## src/rtl/patch_reducer_mc.sv

```systemverilog
// Multi-channel patch row reducer: each channel folds a configured number of row
// partial sums into one patch sum, with one held and one pending result per channel.
module patch_reducer_mc #(
    parameter int unsigned N_CH      = 4,
    parameter int unsigned MAX_PATCH = 16,
    parameter int unsigned LANES     = 2,
    parameter int unsigned FP_SIZE   = 32,
    parameter int unsigned SATURATE  = 0
) (
    input  logic                      reset,
    input  logic                      dram_clk,
    input  logic [N_CH-1:0]           init,
    output logic [N_CH-1:0]           init_rdy,
    input  logic [$clog2(MAX_PATCH+1)-1:0] cfg_patch_size,
    input  logic [N_CH*FP_SIZE-1:0]   partial_sum,
    input  logic [N_CH*$clog2(LANES+1)-1:0] partial_sum_cnt,
    output logic [N_CH-1:0]           sum_valid,
    input  logic [N_CH-1:0]           sum_ready,
    output logic [N_CH*FP_SIZE-1:0]   sum,
    output logic [N_CH-1:0]           sum_ovf,
    output logic [N_CH-1:0]           sum_overrun
);
    localparam int unsigned PW = $clog2(MAX_PATCH + 1);
    localparam int unsigned CW = $clog2(LANES + 1);

    typedef enum logic [1:0] {S_IDLE, S_ACC, S_DONE} state_t;

    // Out-of-range patch sizes fall back to the largest supported patch.
    logic [PW-1:0] cfg_eff;
    always_comb begin
        cfg_eff = cfg_patch_size;
        if (cfg_patch_size == '0 || cfg_patch_size > PW'(MAX_PATCH)) begin
            cfg_eff = PW'(MAX_PATCH);
        end
    end

    for (genvar i = 0; i < N_CH; i++) begin : g_ch
        state_t             state;
        state_t             state_nxt;
        logic [FP_SIZE-1:0] acc;
        logic [PW:0]        n_row;
        logic [PW-1:0]      target;
        logic               ovf;
        logic               overrun;
        logic [FP_SIZE-1:0] sum_r;
        logic               valid_r;
        logic               sum_ovf_r;
        logic               sum_ovr_r;
        logic               rdy_r;

        logic [CW-1:0]      cnt_raw;
        logic [CW-1:0]      cnt_eff;
        logic [FP_SIZE:0]   add_full;
        logic [FP_SIZE-1:0] acc_nxt;
        logic [PW:0]        n_nxt;
        logic               ovf_nxt;
        logic               overrun_nxt;
        logic               done_c;
        logic               out_free;
        logic               start;
        logic               beat;
        logic               load_c;

        // Beat datapath and completion decode.
        always_comb begin
            cnt_raw     = partial_sum_cnt[i*CW +: CW];
            cnt_eff     = (cnt_raw > CW'(LANES)) ? CW'(LANES) : cnt_raw;
            add_full    = {1'b0, acc} + {1'b0, partial_sum[i*FP_SIZE +: FP_SIZE]};
            ovf_nxt     = ovf | add_full[FP_SIZE];
            acc_nxt     = add_full[FP_SIZE-1:0];
            if (SATURATE != 0 && add_full[FP_SIZE]) begin
                acc_nxt = '1;
            end
            n_nxt       = n_row + (PW+1)'(cnt_eff);
            done_c      = n_nxt >= {1'b0, target};
            overrun_nxt = overrun | (n_nxt > {1'b0, target});
            out_free    = !valid_r || sum_ready[i];
            start       = init[i] && (state != S_DONE);
            beat        = (state == S_ACC) && !init[i] && (cnt_eff != '0);
            load_c      = (beat && done_c && out_free) || ((state == S_DONE) && out_free);
        end

        always_comb begin
            state_nxt = state;
            case (state)
                S_IDLE: if (init[i]) state_nxt = S_ACC;
                S_ACC: begin
                    if (beat && done_c) state_nxt = out_free ? S_IDLE : S_DONE;
                end
                S_DONE: if (out_free) state_nxt = S_IDLE;
                default: state_nxt = S_IDLE;
            endcase
        end

        always_ff @(posedge dram_clk or posedge reset) begin
            if (reset) begin
                state     <= S_IDLE;
                acc       <= '0;
                n_row     <= '0;
                target    <= '0;
                ovf       <= 1'b0;
                overrun   <= 1'b0;
                sum_r     <= '0;
                valid_r   <= 1'b0;
                sum_ovf_r <= 1'b0;
                sum_ovr_r <= 1'b0;
                rdy_r     <= 1'b0;
            end else begin
                state <= state_nxt;
                rdy_r <= (state_nxt == S_IDLE);
                if (start) begin
                    acc     <= '0;
                    n_row   <= '0;
                    ovf     <= 1'b0;
                    overrun <= 1'b0;
                    target  <= cfg_eff;
                end else if (beat) begin
                    acc     <= acc_nxt;
                    n_row   <= n_nxt;
                    ovf     <= ovf_nxt;
                    overrun <= overrun_nxt;
                end
                // A pending DONE result has already been folded into acc/flags.
                if (load_c) begin
                    sum_r     <= (state == S_DONE) ? acc : acc_nxt;
                    sum_ovf_r <= (state == S_DONE) ? ovf : ovf_nxt;
                    sum_ovr_r <= (state == S_DONE) ? overrun : overrun_nxt;
                    valid_r   <= 1'b1;
                end else if (sum_ready[i]) begin
                    valid_r <= 1'b0;
                end
            end
        end

        assign sum[i*FP_SIZE +: FP_SIZE] = sum_r;
        assign sum_valid[i]              = valid_r;
        assign sum_ovf[i]                = sum_ovf_r;
        assign sum_overrun[i]            = sum_ovr_r;
        assign init_rdy[i]               = rdy_r;
    end
endmodule

```

## config.mk

```make
export PLATFORM = sky130hd
export DESIGN_NAME = patch_reducer_mc
export DESIGN_NICKNAME = d
export VERILOG_FILES = /design/src/rtl/patch_reducer_mc.sv
export SDC_FILE = /design/constraint.sdc
export NUM_CORES = 1
export LEC_CHECK = 0
export CORE_UTILIZATION = 45
export CTS_CLUSTER_DIAMETER = 100
export DETAILED_ROUTE_END_ITERATION = 7
export GPL_TIMING_DRIVEN = 0
export PLACE_DENSITY_LB_ADDON = 0.25
export SLEW_MARGIN = 10
export SYNTH_ARGS = -nofsm -noshare
export SYNTH_HDL_FRONTEND = slang
export SYNTH_SLANG_ARGS = --single-unit
```

## constraint.sdc

```tcl
create_clock -name dram_clk -period 27.8 [get_ports dram_clk]
set_clock_uncertainty 0.2 [all_clocks]
set_input_delay 5.56 -clock dram_clk [delete_from_list [all_inputs] [get_ports dram_clk]]
set_output_delay 5.56 -clock dram_clk [all_outputs]
set_load 0.01 [all_outputs]
```

==> results.json, run 1 <==
{
  "status": "complete, no violations",
  "cpMaxStageDelayCell": "nor2_1",
  "worst-setup-path-type": "in -> reg",
  "grt_pass1_vias": 18889,
  "final_cell_mix": "dfrtp_1 (332), clkdlybuf4s50_1 (294), nand2_1 (286), o21ai_0 (271), a21oi_1 (241)",
  "p_leak_nw": 11.89,
  "synthesis.instances": 2418,
  "crit_fanout": 10,
  "yosysWarningCount": 0,
  "max_clock_freq_mhz": 103.5,
  "netlist.area_leader.share_pct": 39.98,
  "arrival_ps": 9930,
  "reg2regPathDepth": 13,
  "postSynth.asyncResetShare_pct": 100.0,
  "timing.rr.start": "g_ch[2].n_row[0]",
  "syn_nets": 2734,
  "die_area_um2": 47040,
  "crit_family": "simple AND/OR/NAND/NOR gates",
  "syn_area_um2": 20780,
  "synth_edf_count": 0,
  "setup_viol": 0,
  "first_pass_iters": 5,
  "drc": 0,
  "cpPeakStageDelay_ps": 660,
  "cp-end-kind": "flop",
  "final_common_cell": "dfrtp_1",
  "crit_path_end": "g_ch[2].sum_r[1]",
  "ys_types": 76,
  "tns_ps": 0,
  "ios": 295,
  "cts_resized": 0,
  "grt_overflow_total": 0,
  "area_growth_syn_to_layout_pct": 24.60,
  "path_cells": "clkdlybuf4s50_1 > nor2b_1 > ha_1 > fa_1 > nand3_1 > xnor2_1 > ha_1 > and3_1 > nand3_1 > a31oi_1 > nor2_1 > nor2_1 > clkbuf_1 > nor2_1 > a31oi_1",
  "pwr-share-seq_pct": 28.9,
  "cpMostUsedCell": "nor2_1",
  "grt_busiest_layer": "met2",
  "stdcell_area_um2": 25890,
  "worstMarginPinSlew_ps": 1006,
  "place_ws_ps": 17640,
  "reg2reg_setup_slack_ps": 23460,
  "critPathLaunchType": "input pin",
  "htreeDepth": 2,
  "whs_ps": 276.0,
  "rsz0062_at_grt": "no",
  "fillCellCount": 4119,
  "yosys.area.top_type": "dfrtp_1",
  "grt_max_degree": 113,
  "cts_tree": "yes",
  "ys_seq_area_share_pct": 39.98,
  "vdd_ir_drop_max_uv": 73.01,
  "clockPowerShare_pct": 18.6,
  "cts_setup_buffers": 0,
  "power_density_nw_per_um2": 111.3,
  "cts.path.max_buffers": 3,
  "drv_cap": 0,
  "port_buffers": 294,
  "relSlewSlack_pct": 32.50,
  "startpoint": "partial_sum_cnt[5]",
  "wl_mm": 62.14,
  "yosys-top-cells-area": "dfrtp_1 (40%), ha_1 (9.5%), o21ai_0 (6.5%), a21oi_1 (5.8%), nand2_1 (5.2%)",
  "dpl.hpwl_mm": 46.37,
  "grt_usage_pct": 26.21,
  "fin_crit_sh_pct": 34.76,
  "use_met3_pct": 4.500,
  "multi_input_area_um2": 11610,
  "ys_dominant_reg_cell": "dfrtp_1",
  "die_w_um": 216.9,
  "p_int_w": 0.001682,
  "power.share.switching_pct": 41.61,
  "detail-route-antenna-nets": 0,
  "use_met2_pct": 43.10,
  "yosys_register_bits": 332,
  "switchingPower_w": 0.001199,
  "avgSynthCellArea_um2": 8.593,
  "slew_viol_final": 0,
  "fin_ws_ps": 18140,
  "use_met1_pct": 35.69,
  "core_area_um2": 45480,
  "grt_pass1_wl_mm": 99.51,
  "dr_total_vias": 19278,
  "start_util_pct": 45.69,
  "pwr-share-comb_pct": 52.6,
  "nets": 3073,
  "insertion_delay_ps": 560,
  "cp.depth": 15,
  "drt_iter0_markers": 1234,
  "post_dp_cell_area_um2": 24560,
  "clock-sinks": 332,
  "r2r-end": "g_ch[2].sum_r[1]",
  "cts_hold_buf": 0,
  "layout.area.seq_um2": 8308,
  "final_util_pct": 56.93,
  "cts-root-buf": "clkbuf_16",
  "critPathBufInv": 2,
  "globalplace.congestion": 0.9444,
  "drive_gt1_share_pct": 3.878,
  "finalHoldViolCount": 0,
  "critPathRequiredTime_ps": 28070,
  "wl_per_cell_um": 18.35,
  "cts_buffers": 40,
  "cts.clk_slew.worst_paths_ps": 50,
  "hold_class": "reg -> reg",
  "via_per_inst": 5.693,
  "num_rows": 78,
  "die_y_um": 216.9,
  "antenna_found_initial": 2,
  "finalCriticalPeriod_ps": 9663
}
## area by class of cell
type,instances,share of cell area [%]
multi-input combinational,1894,44.85
sequential,332,32.09
timing repair buffer,297,11.69
clock buffer,59,4.572
tap,600,2.900
buffer,135,2.494
inverter,57,0.8554
clock inverter,11,0.5461
antenna,1,0.009666
## metal layers
metal	share of wire (%)	wire length, um	vias to the layer above
met5	0.045	28	-
li1	-	-	9306
met2	47	29270	562
met1	45	27920	9313
met4	2.1	1312	4
met3	5.8	3600	93
## worst min-delay path by stage
stage,endpoint,slack (ps),depth (start not counted),startpoint
5_1_grt,g_ch[2].sum_r[19],300,1,g_ch[2].sum_r[19]
3_5_place_dp,g_ch[2].sum_r[8],270,2,g_ch[2].sum_r[8]
2_1_floorplan,g_ch[0].target[1],250,2,g_ch[0].target[1]
6_report,g_ch[1].target[1],280,2,g_ch[1].target[1]
4_1_cts,g_ch[0].sum_r[7],280,2,g_ch[0].sum_r[7]
3_3_place_gp,g_ch[0].sum_r[9],260,2,g_ch[0].sum_r[9]
## cell families (layout without fill, tap and decap cells)
kind of cell	after synthesis	count (layout)	share of synthesized area, %
AND/OR/NAND/NOR	790	790	17.05
other	0	1	0
multiplexers	6	6	0.2890
flip-flops	332	332	39.98
AO/OA/AOI/OAI	799	799	22.67
buffers and inverters	192	559	4.137
XOR/XNOR	134	134	5.648
adder cells (fa/ha/maj)	165	165	10.22
## power by group through the flow
stage | clock [W] | combinational [W] | sequential (W)
2_1_floorplan | 0 | 0.000985 | 0.000833
5_1_grt | 0.000569 | 0.00169 | 0.000855
3_3_place_gp | 0 | 0.00147 | 0.000831
3_5_place_dp | 0 | 0.00150 | 0.000836
4_1_cts | 0.000548 | 0.00151 | 0.000831
6_report | 0.000534 | 0.00151 | 0.000831
## tightest hold or removal path, stage by stage, from the launching register on
cell     delay (ps)
dfrtp_1         330
nand2_1          50
o21ai_0          60
## per-stage QoR
| step | std cells | total power, W |
|---|---|---|
| floorplan | 2418 | 0.001818 |
| global placement | 3312 | 0.002303 |
| detailed placement | 3315 | 0.002335 |
| CTS | 3385 | 0.002889 |
| global route | 3385 | 0.003113 |
| finish | 3386 | 0.002880 |
## state kept, by name (all words and copies together) (netlist names)
| signal | count |
|---|---|
| g_ch.acc | 128 |
| g_ch.n_row | 24 |
| g_ch.overrun | 4 |
| g_ch.ovf | 4 |
| g_ch.rdy_r | 4 |
| g_ch.state | 8 |
| g_ch.sum_ovf_r | 4 |
| g_ch.sum_ovr_r | 4 |
| g_ch.sum_r | 128 |
| g_ch.target | 20 |
| g_ch.valid_r | 4 |
## synth_stat cells (18+ instances only)
cell      instances
nor2b_1          25
nand2_1         286
nand2b_1         25
o21a_1           18
o21bai_1         18
a21oi_1         241
clkbuf_1        102
ha_1            157
xor2_1           68
a31oi_1          34
inv_1            57
dfrtp_1         332
o21ai_1          31
and3_1           28
nor2_1          186
o21ai_0         271
a21o_1           60
xnor2_1          66
nand3_1         183
(Power assumes the default switching activity.)
==> run 2, diff against run 1 <==
Clock period 27.8 ns to 9.75 ns, I/O delays scaled along.
==> results.json, run 2 (synthesis gave the netlist of run 1 again) <==
{
  "status": "complete, no violations",
  "core_area_um2": 45480,
  "fin_crit_sh_pct": 62.61,
  "startpoint": "partial_sum_cnt[5]",
  "drv_cap": 0,
  "worst-setup-path-type": "in -> reg",
  "worstMarginPinSlew_ps": 898.4,
  "final_common_cell": "dfrtp_1",
  "stdcell_area_um2": 26090,
  "max_clock_freq_mhz": 163.8,
  "vdd_ir_drop_max_uv": 174.0,
  "dr_total_vias": 19445,
  "die_w_um": 216.9,
  "ios": 295,
  "r2r-end": "g_ch[2].sum_r[26]",
  "die_y_um": 216.9,
  "rsz0062_at_grt": "no",
  "setup_viol": 0,
  "nets": 3081,
  "top_regs": "g_ch.acc (128), g_ch.sum_r (128), g_ch.n_row (24)",
  "relSlewSlack_pct": 39.70,
  "wl_per_cell_um": 18.60,
  "wl_mm": 63.18,
  "antenna_found_initial": 5,
  "final_cell_mix": "dfrtp_1 (332), clkdlybuf4s50_1 (294), nand2_1 (286), o21ai_0 (271), a21oi_1 (241)",
  "finalNonFillerCells": 3396,
  "post_dp_cell_area_um2": 24680,
  "cts_resized": 0,
  "drt_iter0_markers": 1255,
  "cts_buffers": 41,
  "fillCellCount": 4103,
  "cts_tree": "yes",
  "detail-route-antenna-nets": 0,
  "drc": 0,
  "cts-root-buf": "clkbuf_16",
  "cp-end-kind": "flop",
  "start_util_pct": 45.69,
  "grt_pass1_wl_mm": 101.7,
  "crit_fanout": 10,
  "timing.rr.start": "g_ch[2].n_row[0]",
  "globalplace.congestion": 0.9354,
  "reg2reg_setup_slack_ps": 5320,
  "clock-sinks": 332,
  "first_pass_iters": 6,
  "dp_cells": 3322,
  "power_density_nw_per_um2": 318.3,
  "tns_ps": 0,
  "slew_viol_final": 0,
  "port_buffers": 294,
  "reg2regPathDepth": 13,
  "critPathRequiredTime_ps": 10020,
  "cts_setup_buffers": 0,
  "arrival_ps": 6370,
  "area_growth_syn_to_layout_pct": 25.54,
  "grt_pass1_vias": 19140,
  "num_rows": 78,
  "drive_gt1_share_pct": 4.365,
  "grt_overflow_total": 0,
  "die_area_um2": 47040,
  "cts.path.max_buffers": 3,
  "grt_max_degree": 38,
  "critPathLaunchType": "input pin",
  "dpl.hpwl_mm": 47.34,
  "finalCriticalPeriod_ps": 6104,
  "grt_usage_pct": 26.92,
  "htreeDepth": 2,
  "p_leak_nw": 11.98,
  "cts_hold_buf": 0,
  "via_per_inst": 5.726,
  "cts.clk_slew.worst_paths_ps": 60,
  "hold_class": "reg -> reg",
  "finalHoldViolCount": 0,
  "crit_path_end": "g_ch[2].sum_r[26]",
  "insertion_delay_ps": 570
}
run 2: stage by stage:
stage / worst slack, ps / total power (W) / hold slack, ps / utilization, %
6_report: 3646 / 0.008304 / 273.7 / 57.36
5_1_grt: 3343 / 0.008955 / 297.2 / 57.36
4_1_cts: 3805 / 0.008319 / 282.1 / 57.35
3_5_place_dp: 3252 / 0.006671 / 269.2 / 54.28
3_3_place_gp: 670.4 / 0.006563 / 261.3 / 53.82
2_1_floorplan: 3165 / 0.005184 / 249.8 / -
run 2: power by group:
| part | switching (W) | internal, W | leakage [nW] |
|---|---|---|---|
| Clock | 0.000624 | 0.000965 | 0.693 |
| Sequential | 0.000433 | 0.00194 | 4.21 |
| Combinational | 0.00240 | 0.00194 | 7.07 |
| Total | 0.00346 | 0.00485 | 12.0 |
run 2: worst min-delay path by stage:
stage	depth (start not counted)	start	slack [ps]	end
final	2	g_ch[3].sum_r[3]	270	g_ch[3].sum_r[3]
after global routing	2	g_ch[0].sum_r[6]	300	g_ch[0].sum_r[6]
after CTS	2	g_ch[3].sum_r[3]	280	g_ch[3].sum_r[3]
after detailed placement	2	g_ch[3].sum_r[3]	270	g_ch[3].sum_r[3]
after global placement	2	g_ch[0].sum_r[9]	260	g_ch[0].sum_r[9]
after floorplan	2	g_ch[0].target[1]	250	g_ch[0].target[1]
run 2: final cells by class:
class | count | area [um2] | share of cell area, %
antenna | 1 | 2.502 | 0.009593
multi-input combinational | 1894 | 11610 | 44.51
buffer | 135 | 645.6 | 2.475
inverter | 57 | 217.7 | 0.8346
tap | 600 | 750.7 | 2.878
timing repair buffer | 304 | 3151 | 12.08
clock buffer | 59 | 1246 | 4.777
sequential | 332 | 8308 | 31.85
clock inverter | 14 | 153.9 | 0.5900
run 2: critical path, cell delays in order:
cell and delay [ps]:
clkdlybuf4s50_1 590, nor2b_1 80, ha_1 220, fa_1 410, nand3_1 120, xnor2_1 90
ha_1 300, and3_1 180, nand3_1 120, a31oi_1 650, nor2_1 220, nor2_1 680
clkbuf_1 510, nor2_1 90, nor3_1 170
run 2: metal layers:
metal / track usage [%] / vias to the layer above / part of all wire [%]
met1: 36.35 / 9403 / 45
met2: 44.29 / 573 / 47
li1: - / 9341 / -
met3: 3.913 / 120 / 5.4
met4: 8.944 / 8 / 2.8
met5: 0 / - / 0.085
==> run 3, diff against run 2 <==
Clock period 9.75 ns to 4.9 ns, I/O delays scaled along.
==> results.json, run 3 (synthesis gave the netlist of run 1 again) <==
{
  "cts.clk_slew.worst_paths_ps": 60,
  "cts-root-buf": "clkbuf_16",
  "setup_viol": 0,
  "antenna_found_initial": 5,
  "holdCritStartpoint": "g_ch[3].sum_r[3]",
  "globalplace.congestion": 0.9354,
  "ios": 295,
  "grt_overflow_total": 0,
  "drive_gt1_share_pct": 4.723,
  "worstMarginPinSlew_ps": 757.9,
  "hold_class": "reg -> reg",
  "finalHoldViolCount": 0,
  "finalCriticalPeriod_ps": 4618,
  "critPathLaunchType": "input pin",
  "cp-end-kind": "flop",
  "min_delay_path_depth": 2,
  "detail-route-antenna-nets": 0,
  "reg2reg_setup_slack_ps": 1040,
  "top_regs": "g_ch.acc (128), g_ch.sum_r (128), g_ch.n_row (24)",
  "timing.rr.start": "g_ch[2].n_row[0]",
  "drc": 0,
  "cts_buffers": 41,
  "min_to": "g_ch[3].sum_r[3]",
  "clock-sinks": 332,
  "nets": 3081,
  "insertion_delay_ps": 570,
  "final_common_cell": "dfrtp_1",
  "grt_usage_pct": 26.92,
  "num_rows": 78,
  "die_area_um2": 47040,
  "grt_pass1_vias": 19175,
  "whs_ps": 274.3,
  "dr_total_vias": 19451,
  "p_leak_nw": 11.99,
  "grt_max_degree": 38,
  "grt_pass1_wl_mm": 101.8,
  "slew_viol_final": 0,
  "via_per_inst": 5.728,
  "crit_fanout": 10,
  "htreeDepth": 2,
  "max_clock_freq_mhz": 216.5,
  "drv_cap": 0,
  "relSlewSlack_pct": 48.81,
  "dp_cells": 3322,
  "die_y_um": 216.9,
  "tns_ps": 0,
  "wl_per_cell_um": 18.62,
  "wl_mm": 63.23,
  "critPathRequiredTime_ps": 5180,
  "final_cell_mix": "dfrtp_1 (332), clkdlybuf4s50_1 (294), nand2_1 (286), o21ai_0 (271), a21oi_1 (241)",
  "cts.path.max_buffers": 3,
  "cts_hold_buf": 0,
  "area_growth_syn_to_layout_pct": 25.70,
  "cts_resized": 1,
  "vdd_ir_drop_max_uv": 347.3,
  "dpl.hpwl_mm": 47.34,
  "finalNonFillerCells": 3396,
  "cts_setup_buffers": 0,
  "drt_iter0_markers": 1235,
  "cts_tree": "yes",
  "r2r-end": "g_ch[2].sum_r[16]",
  "worst-setup-path-type": "in -> reg",
  "die_w_um": 216.9,
  "port_buffers": 294,
  "arrival_ps": 4890,
  "power_density_nw_per_um2": 633.1,
  "fin_crit_sh_pct": 94.25,
  "first_pass_iters": 5,
  "start_util_pct": 45.69,
  "status": "complete, no violations",
  "reg2regPathDepth": 12,
  "core_area_um2": 45480
}
==> run 3: metrics by stage <==
step | setup slack (ps) | utilization (%) | total power (W) | cell area, um2
global route | -4.758 | 57.43 | 0.01783 | 26120
global placement | -3210 | 53.82 | 0.01306 | 24480
floorplan | -714.6 | - | 0.01031 | 20780
finish | 282.0 | 57.43 | 0.01654 | 26120
detailed placement | -628.0 | 54.28 | 0.01327 | 24680
CTS | 7.683 | 57.36 | 0.01655 | 26090
==> run 3: critical path: stages <==
cell	delay, ps
clkdlybuf4s50_1	640
nor2b_1	100
ha_1	220
fa_1	470
ha_1	300
nor2b_1	130
o21a_1	170
o21a_1	160
o21ai_0	240
a31oi_1	250
o21ai_4	380
clkbuf_1	450
nor2_1	210
a21oi_1	190
==> run 3: area by class of cell <==
cell class,count,area [um2]
fillers,4098,19360
multi-input cells,1894,11640
flip-flops and latches,332,8308
repair buffers,304,3151
clock buffers,59,1246
well taps,600,750.7
plain buffers,135,651.9
inverters,57,217.7
clock inverters,14,153.9
diodes,1,2.502
==> run 3: worst max path at each step <==
stage	from	to	slack, ps	cells after the start
5_1_grt	partial_sum_cnt[3]	g_ch[1].sum_r[28]	-5	14
3_5_place_dp	partial_sum_cnt[5]	g_ch[2].sum_r[1]	-630	15
3_3_place_gp	reset	g_ch[0].acc[18]	-3210	2
6_report	partial_sum_cnt[3]	g_ch[1].sum_r[28]	280	14
2_1_floorplan	reset	g_ch[0].acc[0]	-710	1
4_1_cts	partial_sum_cnt[3]	g_ch[1].sum_r[28]	8	14
==> run 3: power breakdown <==
| part | leakage (nW) | internal (W) | switching (W) | total [W] |
|---|---|---|---|---|
| sequential | 4.21 | 0.00386 | 0.000862 | 0.00472 |
| clock | 0.693 | 0.00192 | 0.00125 | 0.00317 |
| combinational | 7.09 | 0.00387 | 0.00478 | 0.00865 |
==> run 3: routing by layer <==
layer	GRT usage [%]	routed length, um
met3	3.983	3264
met1	36.29	28390
met2	44.25	29670
met4	9.085	1847
met5	0	54
